### src/rtl/vga_bus_responder.sv
// Pixel-word read responder: accepts 4-phase bus requests and fetches each word from a synchronous memory port.
// Optional fetch timeout is enabled by defining VGA_RESP_TIMEOUT_EN.
module vga_bus_responder #(
    parameter int ADDR_W  = 24,
    parameter int TIMEOUT = 16
) (
    input  logic              clk25MHz,
    input  logic              reset,
    input  logic              bus_req,
    input  logic [ADDR_W-1:0] bus_addr,
    output logic [31:0]       bus_out,
    output logic              bus_master_ack,
    output logic              mem_rd,
    output logic [ADDR_W-1:0] mem_addr,
    input  logic [31:0]       mem_rdata,
    input  logic              mem_valid,
    output logic              busy,
    output logic              timeout_err
);

    typedef enum logic [1:0] {
        IDLE  = 2'd0,
        FETCH = 2'd1,
        ACK   = 2'd2,
        ABORT = 2'd3
    } state_t;

    state_t            r_state, w_state_nxt;
    logic [31:0]       r_bus_out, w_bus_out_nxt;
    logic              r_ack, w_ack_nxt;
    logic              r_mem_rd, w_mem_rd_nxt;
    logic [ADDR_W-1:0] r_mem_addr, w_mem_addr_nxt;
    logic              r_busy, w_busy_nxt;
    logic              w_expired;
    logic              w_cnt_run;
    logic              w_terr_set;

    always_ff @(posedge clk25MHz or negedge reset) begin
        if (!reset) begin
            r_state <= IDLE;
        end else begin
            r_state <= w_state_nxt;
        end
    end

    // mem_valid takes priority over a simultaneous drop of bus_req in FETCH.
    always_comb begin
        w_state_nxt    = r_state;
        w_bus_out_nxt  = r_bus_out;
        w_ack_nxt      = r_ack;
        w_mem_rd_nxt   = 1'b0;
        w_mem_addr_nxt = r_mem_addr;
        w_cnt_run      = 1'b0;
        w_terr_set     = 1'b0;
        case (r_state)
            IDLE: begin
                if (bus_req) begin
                    w_mem_addr_nxt = bus_addr;
                    w_mem_rd_nxt   = 1'b1;
                    w_state_nxt    = FETCH;
                end
            end
            FETCH: begin
                if (mem_valid) begin
                    w_bus_out_nxt = mem_rdata;
                    w_ack_nxt     = 1'b1;
                    w_state_nxt   = ACK;
                end else if (w_expired) begin
                    w_bus_out_nxt = 32'hDEADBEEF;
                    w_ack_nxt     = 1'b1;
                    w_terr_set    = 1'b1;
                    w_state_nxt   = ACK;
                end else begin
                    w_cnt_run = 1'b1;
                    if (!bus_req) begin
                        w_state_nxt = ABORT;
                    end
                end
            end
            ACK: begin
                if (!bus_req) begin
                    w_ack_nxt   = 1'b0;
                    w_state_nxt = IDLE;
                end
            end
            ABORT: begin
                if (mem_valid) begin
                    w_state_nxt = IDLE;
                end else if (w_expired) begin
                    w_terr_set  = 1'b1;
                    w_state_nxt = IDLE;
                end else begin
                    w_cnt_run = 1'b1;
                end
            end
            default: w_state_nxt = IDLE;
        endcase
        w_busy_nxt = (w_state_nxt != IDLE);
    end

    always_ff @(posedge clk25MHz or negedge reset) begin
        if (!reset) begin
            r_bus_out  <= '0;
            r_ack      <= 1'b0;
            r_mem_rd   <= 1'b0;
            r_mem_addr <= '0;
            r_busy     <= 1'b0;
        end else begin
            r_bus_out  <= w_bus_out_nxt;
            r_ack      <= w_ack_nxt;
            r_mem_rd   <= w_mem_rd_nxt;
            r_mem_addr <= w_mem_addr_nxt;
            r_busy     <= w_busy_nxt;
        end
    end

`ifdef VGA_RESP_TIMEOUT_EN
    localparam int CNT_W = (TIMEOUT > 1) ? $clog2(TIMEOUT) : 1;

    logic [CNT_W-1:0] r_cnt;
    logic             r_timeout_err;

    // The count spans FETCH and any following ABORT, measured from FETCH entry.
    assign w_expired = (r_cnt == CNT_W'(TIMEOUT - 1));

    always_ff @(posedge clk25MHz or negedge reset) begin
        if (!reset) begin
            r_cnt         <= '0;
            r_timeout_err <= 1'b0;
        end else begin
            r_cnt <= w_cnt_run ? r_cnt + 1'b1 : '0;
            if (w_terr_set) begin
                r_timeout_err <= 1'b1;
            end
        end
    end

    assign timeout_err = r_timeout_err;
`else
    logic w_unused_timeout;

    assign w_expired        = 1'b0;
    assign w_unused_timeout = w_cnt_run | w_terr_set;
    assign timeout_err      = 1'b0;
`endif

    assign bus_out        = r_bus_out;
    assign bus_master_ack = r_ack;
    assign mem_rd         = r_mem_rd;
    assign mem_addr       = r_mem_addr;
    assign busy           = r_busy;

endmodule

### config.mk
export PLATFORM = sky130hd
export DESIGN_NAME = vga_bus_responder
export DESIGN_NICKNAME = d
export VERILOG_FILES = /design/src/rtl/vga_bus_responder.sv
export SDC_FILE = /design/constraint.sdc
export NUM_CORES = 1
export LEC_CHECK = 0
export CORE_UTILIZATION = 42
export DETAILED_ROUTE_END_ITERATION = 12
export MAX_ROUTING_LAYER = met4
export PLACE_DENSITY = 0.81
export SYNTH_ARGS = -nofsm -noshare
export SYNTH_HDL_FRONTEND = slang
export SYNTH_SLANG_ARGS = --single-unit
### constraint.sdc
create_clock -name clk25MHz -period 3.6 [get_ports clk25MHz]
set_input_delay 0.54 -clock clk25MHz [delete_from_list [all_inputs] [get_ports clk25MHz]]
set_output_delay 0.54 -clock clk25MHz [all_outputs]
set_load 0.005 [all_outputs]
Word-level counts from Yosys, hierarchy flattened
Index checks and enable logic that the tools add are counted.
{ "totals": {"ff_bits": 61, "latch_bits": 0, "ramBits": 0, "rom_bits": 0, "in_bits": 60, "wordCells": 28, "n_memories": 0} }
{ "op_classes": {"add_sub_neg": 0, "n_mul": 0, "div_mod_pow": 0, "magnitude_cmp": 0, "eq_ne": 5, "n_shift": 0, "mux": 11, "bitwise": 0, "reduce_logical": 6} }
{ "ops": {"columns": ["op", "n"], "rows": [
  ["$mux 2", 5],
  ["$pmux 2 s4", 1],
  ["$eq 2x2->1 const B", 2],
  ["$mux 1", 4],
  ["$ne 2x2->1 const B", 2],
  ["$reduce_and 2->1", 2],
  ["$reduce_bool 2->1", 2],
  ["$reduce_and 3->1", 1],
  ["$eq 2x1->1 const B", 1],
  ["$logic_not 2->1", 1],
  ["$pmux 1 s2", 1]
]} }

Longest topological paths before layout
Gate-level depths: netlist (run 1).
{ "logic_depth": {"word_depth": 4, "depth_mapped": 4} }

Least setup slack after synthesis (run 1)
Ideal clock, no wire load.
{ "synth_timing": {"kind": "in2reg", "startpoint": "in mem_valid", "endpoint": "reg r_bus_out[10], in the netlist bus_out[10]", "setup_time_ps": 125, "arrival_time_ps": 1313, "setup_slack_ps": 2162, "path_stages": 4, "n_path_buf": 1, "path_cell_list": "and2b_2 -> nand2_4 -> clkbuf_8 -> mux2_2"} }
{ "synth_via": {"elab_chain_len": 1} }
{ "synth_rtl": {"columns": ["element", "line_no", "text"], "rows": [
  ["start, declared", "16", "input logic mem_valid,"],
  ["$reduce_and 2->1 (no line)", null, null],
  ["end signal, assigned", "109", "r_bus_out <= w_bus_out_nxt;"],
  ["end, declared", "29", "logic [31:0] r_bus_out, w_bus_out_nxt;"]
]} }
No other way between the ends.
A chain may end at the register's enable or synchronous reset.

Worst setup path after layout (run 1)
{ "layout_timing": {"startpoint": "in bus_req", "endpoint": "reg r_mem_addr[9], in the netlist mem_addr[9]"} }
{ "layout_via": {"elab_chain_len": 1} }
{ "layout_rtl": {"columns": ["element", "line_no", "text"], "rows": [
  ["start, declared", "9", "input logic bus_req,"],
  ["$reduce_and 2->1 (no line)", null, null],
  ["end signal, assigned", "112", "r_mem_addr <= w_mem_addr_nxt;"],
  ["end, declared", "32", "logic [ADDR_W-1:0] r_mem_addr, w_mem_addr_nxt;"]
]} }
No other way between the ends.

==> run summary, run 1 <==
================================================================================
Largest net degree at the start of global routing                             50
Final min period                                                         1950 ps
Max incr delay on CP                                                      570 ps
Clk pwr share                                                              0.170
Most area-hungry cell type in the Yosys netlist                     sky130_fd_sc_hd__dfrtp_1
H-Tree Depth                                                                   3
Setup repair after global routing missed its margin                        false
Fraction of final layout cells with drive strength greater than 1          0.283
Horiz. Die Dim                                                           76.8 um
Cell count after placement                                                   321
DRC                                                                            0
Synthesized netlist cell count                                               139
Filler-free cell count of the finished design                                335
First-pass GRT wire length                                               8100 um
Net switching share of the total power                                     0.260
Post-synth net total                                                         199
Grt ovf                                                                        0
Drt wl/cell                                                              15.1 um
Sequential group share of total power                                      0.402
Worst-Skew Late Latency                                                   320 ps
TritonCTS Buffers                                                              9
Iter 0 DRT Violations                                                         44
Type of the worst setup path                                              in2reg
Worst Reg2Reg Path Length in Cells                                             3
Vias post-DR                                                                1560
DRT antenna net count                                                          0
Initial antenna violation count                                                0
Leading cell type in the layout, fill and taps excluded             sky130_fd_sc_hd__clkdlybuf4s50_1
Vias in the first global route                                              1599
CP endpoint kind                                                       flip-flop
# setup viols final                                                            0
CTS clock-pin slew for the worst setup and hold paths                      60 ps
Max Cap Violations                                                             0
Max Clock Freq                                                           513 MHz
Largest fanout of any net on the critical path                                25
Initial core utilization                                                   0.449
Number of gates resized after cts                                              0
Netlist cell types                                                            19
Total chip power                                                         3.03 mW
DIE AREA                                                               5900 um^2
Post-Synthesis Cell Area                                               2350 um^2
Internal portion of total power                                          2.24 mW
Clk sink count                                                                61
Clk_skew                                                                 5.79 ps
Cell chosen for the clock root                                      sky130_fd_sc_hd__clkbuf_8
Final Max Slew Viols                                                           0
Critical path data arrival time                                          2150 ps
Max transition margin                                                      0.295
Maximum resistive drop on vdd                                           0.466 mV
Combinational fraction of design power                                     0.428
Switching Power                                                         0.789 mW
Element type at the critical path start                             primary input
Final cycle utilization of the critical path                               0.542
Startpoint of the lowest-slack register-to-register path              r_state[1]
Critical-path cell with the highest stage delay                     sky130_fd_sc_hd__clkdlybuf4s50_1
Hold crit path type                                                     in2async
Share of Yosys cell area claimed by the top area cell type                 0.649
Relative area change from synthesis to final layout                        57.6%
Post-detail-place hpwl                                                   3720 um
1st-pass router iterations                                                     4
Yosys Warn Count                                                               0
RD Place Congestion                                                        0.750
Final TNS setup                                                             0 ps
Clock tree from TritonCTS                                                    yes
Power per Cell Area                                                  817 nW/um^2
Synth Area per Inst                                                    16.9 um^2
I/O Buffers                                                                  118
Transition at the pin with the smallest max-transition slack             1060 ps
Post-CTS Hold Buffers                                                          0
Wirelength, routed                                                       5060 um
Top cells by area in the synthesized netlist                        sky130_fd_sc_hd__dfrtp_1, sky130_fd_sc_hd__mux2_2, sky130_fd_sc_hd__clkbuf_8
Sequential element share of the synthesized area                           0.649
Leak                                                                     1.56 nW
Number of register bits inferred by synthesis                                 61
Commonest cells after routing, fill and taps aside                  sky130_fd_sc_hd__clkdlybuf4s50_1, sky130_fd_sc_hd__dfrtp_1, sky130_fd_sc_hd__mux2_2, sky130_fd_sc_hd__clkbuf_8
Status                                                                 completed
Total GRT Usage                                                            0.189
Final Hold Fails                                                               0
Core Footprint                                                         5240 um^2
Chain of cells forming the critical path                            clkdlybuf4s50_1 > nand2b_4 > nor2_4 > mux2_2
Ports placed on the boundary                                                 120
Drt via density                                                             4.66
Critical Path Start                                                      bus_req
Maximum clock path buffer count                                                2
Setup bufs post-CTS                                                            0
Inserted Diodes                                                                0
Net count, final                                                             322
Die span in y                                                            76.8 um
Site Rows                                                                     26
Required time reported for the critical path endpoint                    3800 ps
================================================================================
-- sequential cells by signal, indices dropped and copies added (netlist names) --
register,flops
bus_master_ack,1
bus_out,32
busy,1
mem_addr,24
mem_rd,1
r_state,2
-- final timing paths --
check	endpoint	slack, ps
setup reg to reg	mem_addr[9]	1930
min in group clk25MHz	bus_out[10]	500
setup / recovery	mem_addr[9]	1650
max in group asynchronous	bus_out[21]	2410
hold / removal	mem_addr[16]	410
hold reg to reg	bus_out[10]	500
-- critical path: cells and delay by family --
kind / cells / cell delay (ps)
mux: 1 / 410
buf+inv: 1 / 570
simple gates: 2 / 610
-- power groups by stage --
stage,Clock [mW],Combinational (mW),Sequential (mW)
after floorplan,0,0.496,1.23
after global placement,0,1.29,1.21
after detailed placement,0,1.31,1.23
after CTS,0.528,1.32,1.22
after global routing,0.561,1.37,1.27
final,0.515,1.30,1.22
-- layer usage --
layer	vias up	global-route usage	part of all wire
li1	725	-	-
met1	762	0.214	0.40
met2	59	0.309	0.52
met3	14	0.0488	0.057
met4	0	0.0923	0.026
met5	-	-	0
-- synthesized netlist by cell type --
master,number
sky130_fd_sc_hd__mux2_2,54
sky130_fd_sc_hd__dfrtp_1,61
sky130_fd_sc_hd__and2b_2,1
sky130_fd_sc_hd__o21ai_0,2
sky130_fd_sc_hd__buf_6,3
sky130_fd_sc_hd__mux2_4,2
sky130_fd_sc_hd__nor2_4,1
sky130_fd_sc_hd__conb_1,1
sky130_fd_sc_hd__mux2i_1,1
sky130_fd_sc_hd__a31oi_1,1
sky130_fd_sc_hd__nand2_1,1
sky130_fd_sc_hd__nand2b_4,1
sky130_fd_sc_hd__a21oi_1,1
sky130_fd_sc_hd__clkbuf_8,3
sky130_fd_sc_hd__buf_4,1
sky130_fd_sc_hd__inv_1,1
sky130_fd_sc_hd__nand2_4,1
sky130_fd_sc_hd__nor2_1,2
sky130_fd_sc_hd__a311oi_1,1
-- metrics by stage --
stage,area (um^2),setup WS (ps),hold slack (ps),util
2_1_floorplan,2350,2160,244,-
3_3_place_gp,3540,1360,486,0.676
3_5_place_dp,3540,1310,491,0.676
4_1_cts,3700,1650,443,0.707
5_1_grt,3700,1550,506,0.707
6_report,3700,1650,408,0.707
-- logic make-up after synthesis --
group / count (synthesis) / share of synthesized area
muxes: 57 / 0.276
buffers and inverters: 8 / 0.0367
AOI/OAI and AO/OA: 5 / 0.0128
DFF: 61 / 0.649
other: 1 / 0.00160
and+or+nand+nor: 7 / 0.0239
-- layout make-up --
class,instances,area (um^2)
fillers,388,1530
flip-flops and latches,61,1530
repair buffers,119,1180
multi-input cells,70,738
clock buffers,12,155
well taps,70,87.6
clock inverters,2,10.0
inverters,1,3.75
Note: power is estimated with default switching activity, not from simulation.
==> run 2, diff against run 1 <==
--- a/config.mk
+++ b/config.mk
@@ -5,10 +5,10 @@
 export SDC_FILE = /design/constraint.sdc
 export NUM_CORES = 1
 export LEC_CHECK = 0
-export CORE_UTILIZATION = 42
+export CORE_UTILIZATION = 39
 export DETAILED_ROUTE_END_ITERATION = 12
 export MAX_ROUTING_LAYER = met4
-export PLACE_DENSITY = 0.81
+export PLACE_DENSITY = 0.76
 export SYNTH_ARGS = -nofsm -noshare
 export SYNTH_HDL_FRONTEND = slang
 export SYNTH_SLANG_ARGS = --single-unit
==> constraint.sdc (replaced) <==
create_clock -name clk25MHz -period 1.9 [get_ports clk25MHz]
set_input_delay 0.285 -clock clk25MHz [delete_from_list [all_inputs] [get_ports clk25MHz]]
set_output_delay 0.285 -clock clk25MHz [all_outputs]
set_load 0.005 [all_outputs]
==> run summary, run 2 (synthesis gave the netlist of run 1 again) <==
================================================================================
Initial core utilization                                                   0.417   -0.0322
Setup repair after global routing missed its margin                        false
RD Place Congestion                                                        0.731   -2.5%
Site Rows                                                                     27   +3.8%
Vias in the first global route                                              1741   +8.9%
Net count, final                                                             328   +1.9%
Inserted Diodes                                                                0   unchanged
I/O Buffers                                                                  118   unchanged
Largest fanout of any net on the critical path                                 3   -88%
Core Footprint                                                         5640 um^2   +7.7%
Chain of cells forming the critical path                            clkdlybuf4s50_1
1st-pass router iterations                                                     4   unchanged
DRC                                                                            0   unchanged
Setup bufs post-CTS                                                            0   unchanged
Maximum clock path buffer count                                                2   unchanged
Hold crit path type                                                     in2async
Worst-Skew Late Latency                                                   320 ps   about the same
Power per Cell Area                                                 1550 nW/um^2   +89%
Register-to-Register Setup Slack                                          430 ps   -1500 ps
CP endpoint kind                                                     output port
Max Cap Violations                                                             0   unchanged
Fin area                                                               3790 um^2   +2.4%
DRT antenna net count                                                          0   unchanged
Critical Path Stages                                                           1   -3
Wirelength, routed                                                       5220 um   +3.1%
Max incr delay on CP                                                      550 ps   -20 ps
Grt ovf                                                                        0   unchanged
Leading cell type in the layout, fill and taps excluded             sky130_fd_sc_hd__clkdlybuf4s50_1
Critical-path cell with the highest stage delay                     sky130_fd_sc_hd__clkdlybuf4s50_1
Total GRT Usage                                                            0.185   -0.00316
Flip-flop count of the largest register after layout                          32   unchanged
Worst Reg2Reg Path Length in Cells                                             4   +1
Horiz. Die Dim                                                           79.6 um   +3.7%
Drt wl/cell                                                              15.2 um   +0.44%
Status                                                                 completed
Clock tree from TritonCTS                                                    yes
Drt via density                                                             4.70   +1.0%
Max Clock Freq                                                           655 MHz
Post-detail-place hpwl                                                   3900 um   +5.0%
Standard cell area after detailed placement                            3600 um^2   +1.8%
Final Hold Fails                                                               0   unchanged
Die span in y                                                            79.6 um   +3.7%
DIE AREA                                                               6340 um^2   +7.5%
Initial antenna violation count                                                0   unchanged
Crit-path leading delay family                                      buffers and inverters
First-pass GRT wire length                                               8400 um   +3.8%
Post-Route Utilization                                                     0.672   -0.0351
CTS clock-pin slew for the worst setup and hold paths                      70 ps   about the same
Leak                                                                     1.60 nW   +2.7%
Cell chosen for the clock root                                      sky130_fd_sc_hd__clkbuf_8
H-Tree Depth                                                                   3   unchanged
Final min period                                                         1530 ps
Type of the worst setup path                                             reg2out
TritonCTS Buffers                                                              9   unchanged
Fraction of final layout cells with drive strength greater than 1          0.294   +0.0111
Commonest cells after routing, fill and taps aside                  sky130_fd_sc_hd__clkdlybuf4s50_1, sky130_fd_sc_hd__dfrtp_1, sky130_fd_sc_hd__mux2_2, sky130_fd_sc_hd__clkbuf_8, sky130_fd_sc_hd__buf_4
Vias post-DR                                                                1618   +3.7%
Clk_skew                                                                 5.67 ps   -0.118 ps
Relative area change from synthesis to final layout                        61.3%
Final Max Slew Viols                                                           0   unchanged
Clk sink count                                                                61   unchanged
Critical path data arrival time                                          1240 ps   -910 ps
Element type at the critical path start                                flip-flop
Maximum resistive drop on vdd                                           0.863 mV   +85%
Number of buffer and inverter stages on the critical path                      1   unchanged
Final cycle utilization of the critical path                               0.804
Final TNS setup                                                             0 ps   unchanged
Ports placed on the boundary                                                 120   unchanged
Largest net degree at the start of global routing                             37   -26%
# setup viols final                                                            0   unchanged
Iter 0 DRT Violations                                                         51   +16%
Required time reported for the critical path endpoint                    1620 ps   -2180 ps
================================================================================
-- run 2: changes by cell type in the layout (fill, tap and decap cells not counted) --
cell                            change
sky130_fd_sc_hd__buf_12             +2
sky130_fd_sc_hd__buf_4              +3
sky130_fd_sc_hd__clkbuf_1           +1
sky130_fd_sc_hd__clkbuf_8           +1
sky130_fd_sc_hd__dlygate4sd3_1      +1
sky130_fd_sc_hd__clkinv_2           -1
-- run 2: layout make-up --
cell class	count	area, um^2
Fill cell	425	1850
Sequential cell	61	1530
Timing Repair Buffer	125	1260
Multi-Input combinational cell	70	738
Clock buffer	14	173
Tap cell	72	90.1
Clock inverter	1	5.00
Inverter	1	3.75
-- run 2: what timing repair did --
item	in CTS	in global routing
endpoints found under the hold margin	25	0
hold buffers	1	0
resized for setup	0	0
-- run 2: power by group --
group | internal [mW] | switching (mW)
combinational | 1.82 | 0.728
clock | 0.572 | 0.454
sequential | 1.95 | 0.341
total | 4.34 | 1.52
-- run 2: path summary, 6_finish.rpt --
| path | from | end |
|---|---|---|
| max in group asynchronous | reset | busy |
| min in group clk25MHz | bus_out[24] | bus_out[24] |
| worst max register to register | r_state[1] | bus_out[23] |
| worst min register to register | bus_out[24] | bus_out[24] |
| worst min-delay path | reset | bus_out[10] |
| worst max-delay path | bus_master_ack | bus_master_ack |
-- run 2: routing by layer --
layer | share of wire | global-route usage
met3 | 0.070 | 0.0411
met2 | 0.47 | 0.288
met4 | 0.034 | 0.113
met5 | 0 | -
met1 | 0.43 | 0.220
-- run 2: through the flow --
stage	hold slack [ps]	std cells	setup slack [ps]	total power, mW
2_1_floorplan	-10.6	139	567	3.28
3_3_place_gp	300	328	194	4.80
3_5_place_dp	299	328	169	4.89
4_1_cts	488	344	356	5.95
5_1_grt	509	344	325	6.23
6_report	492	344	372	5.86
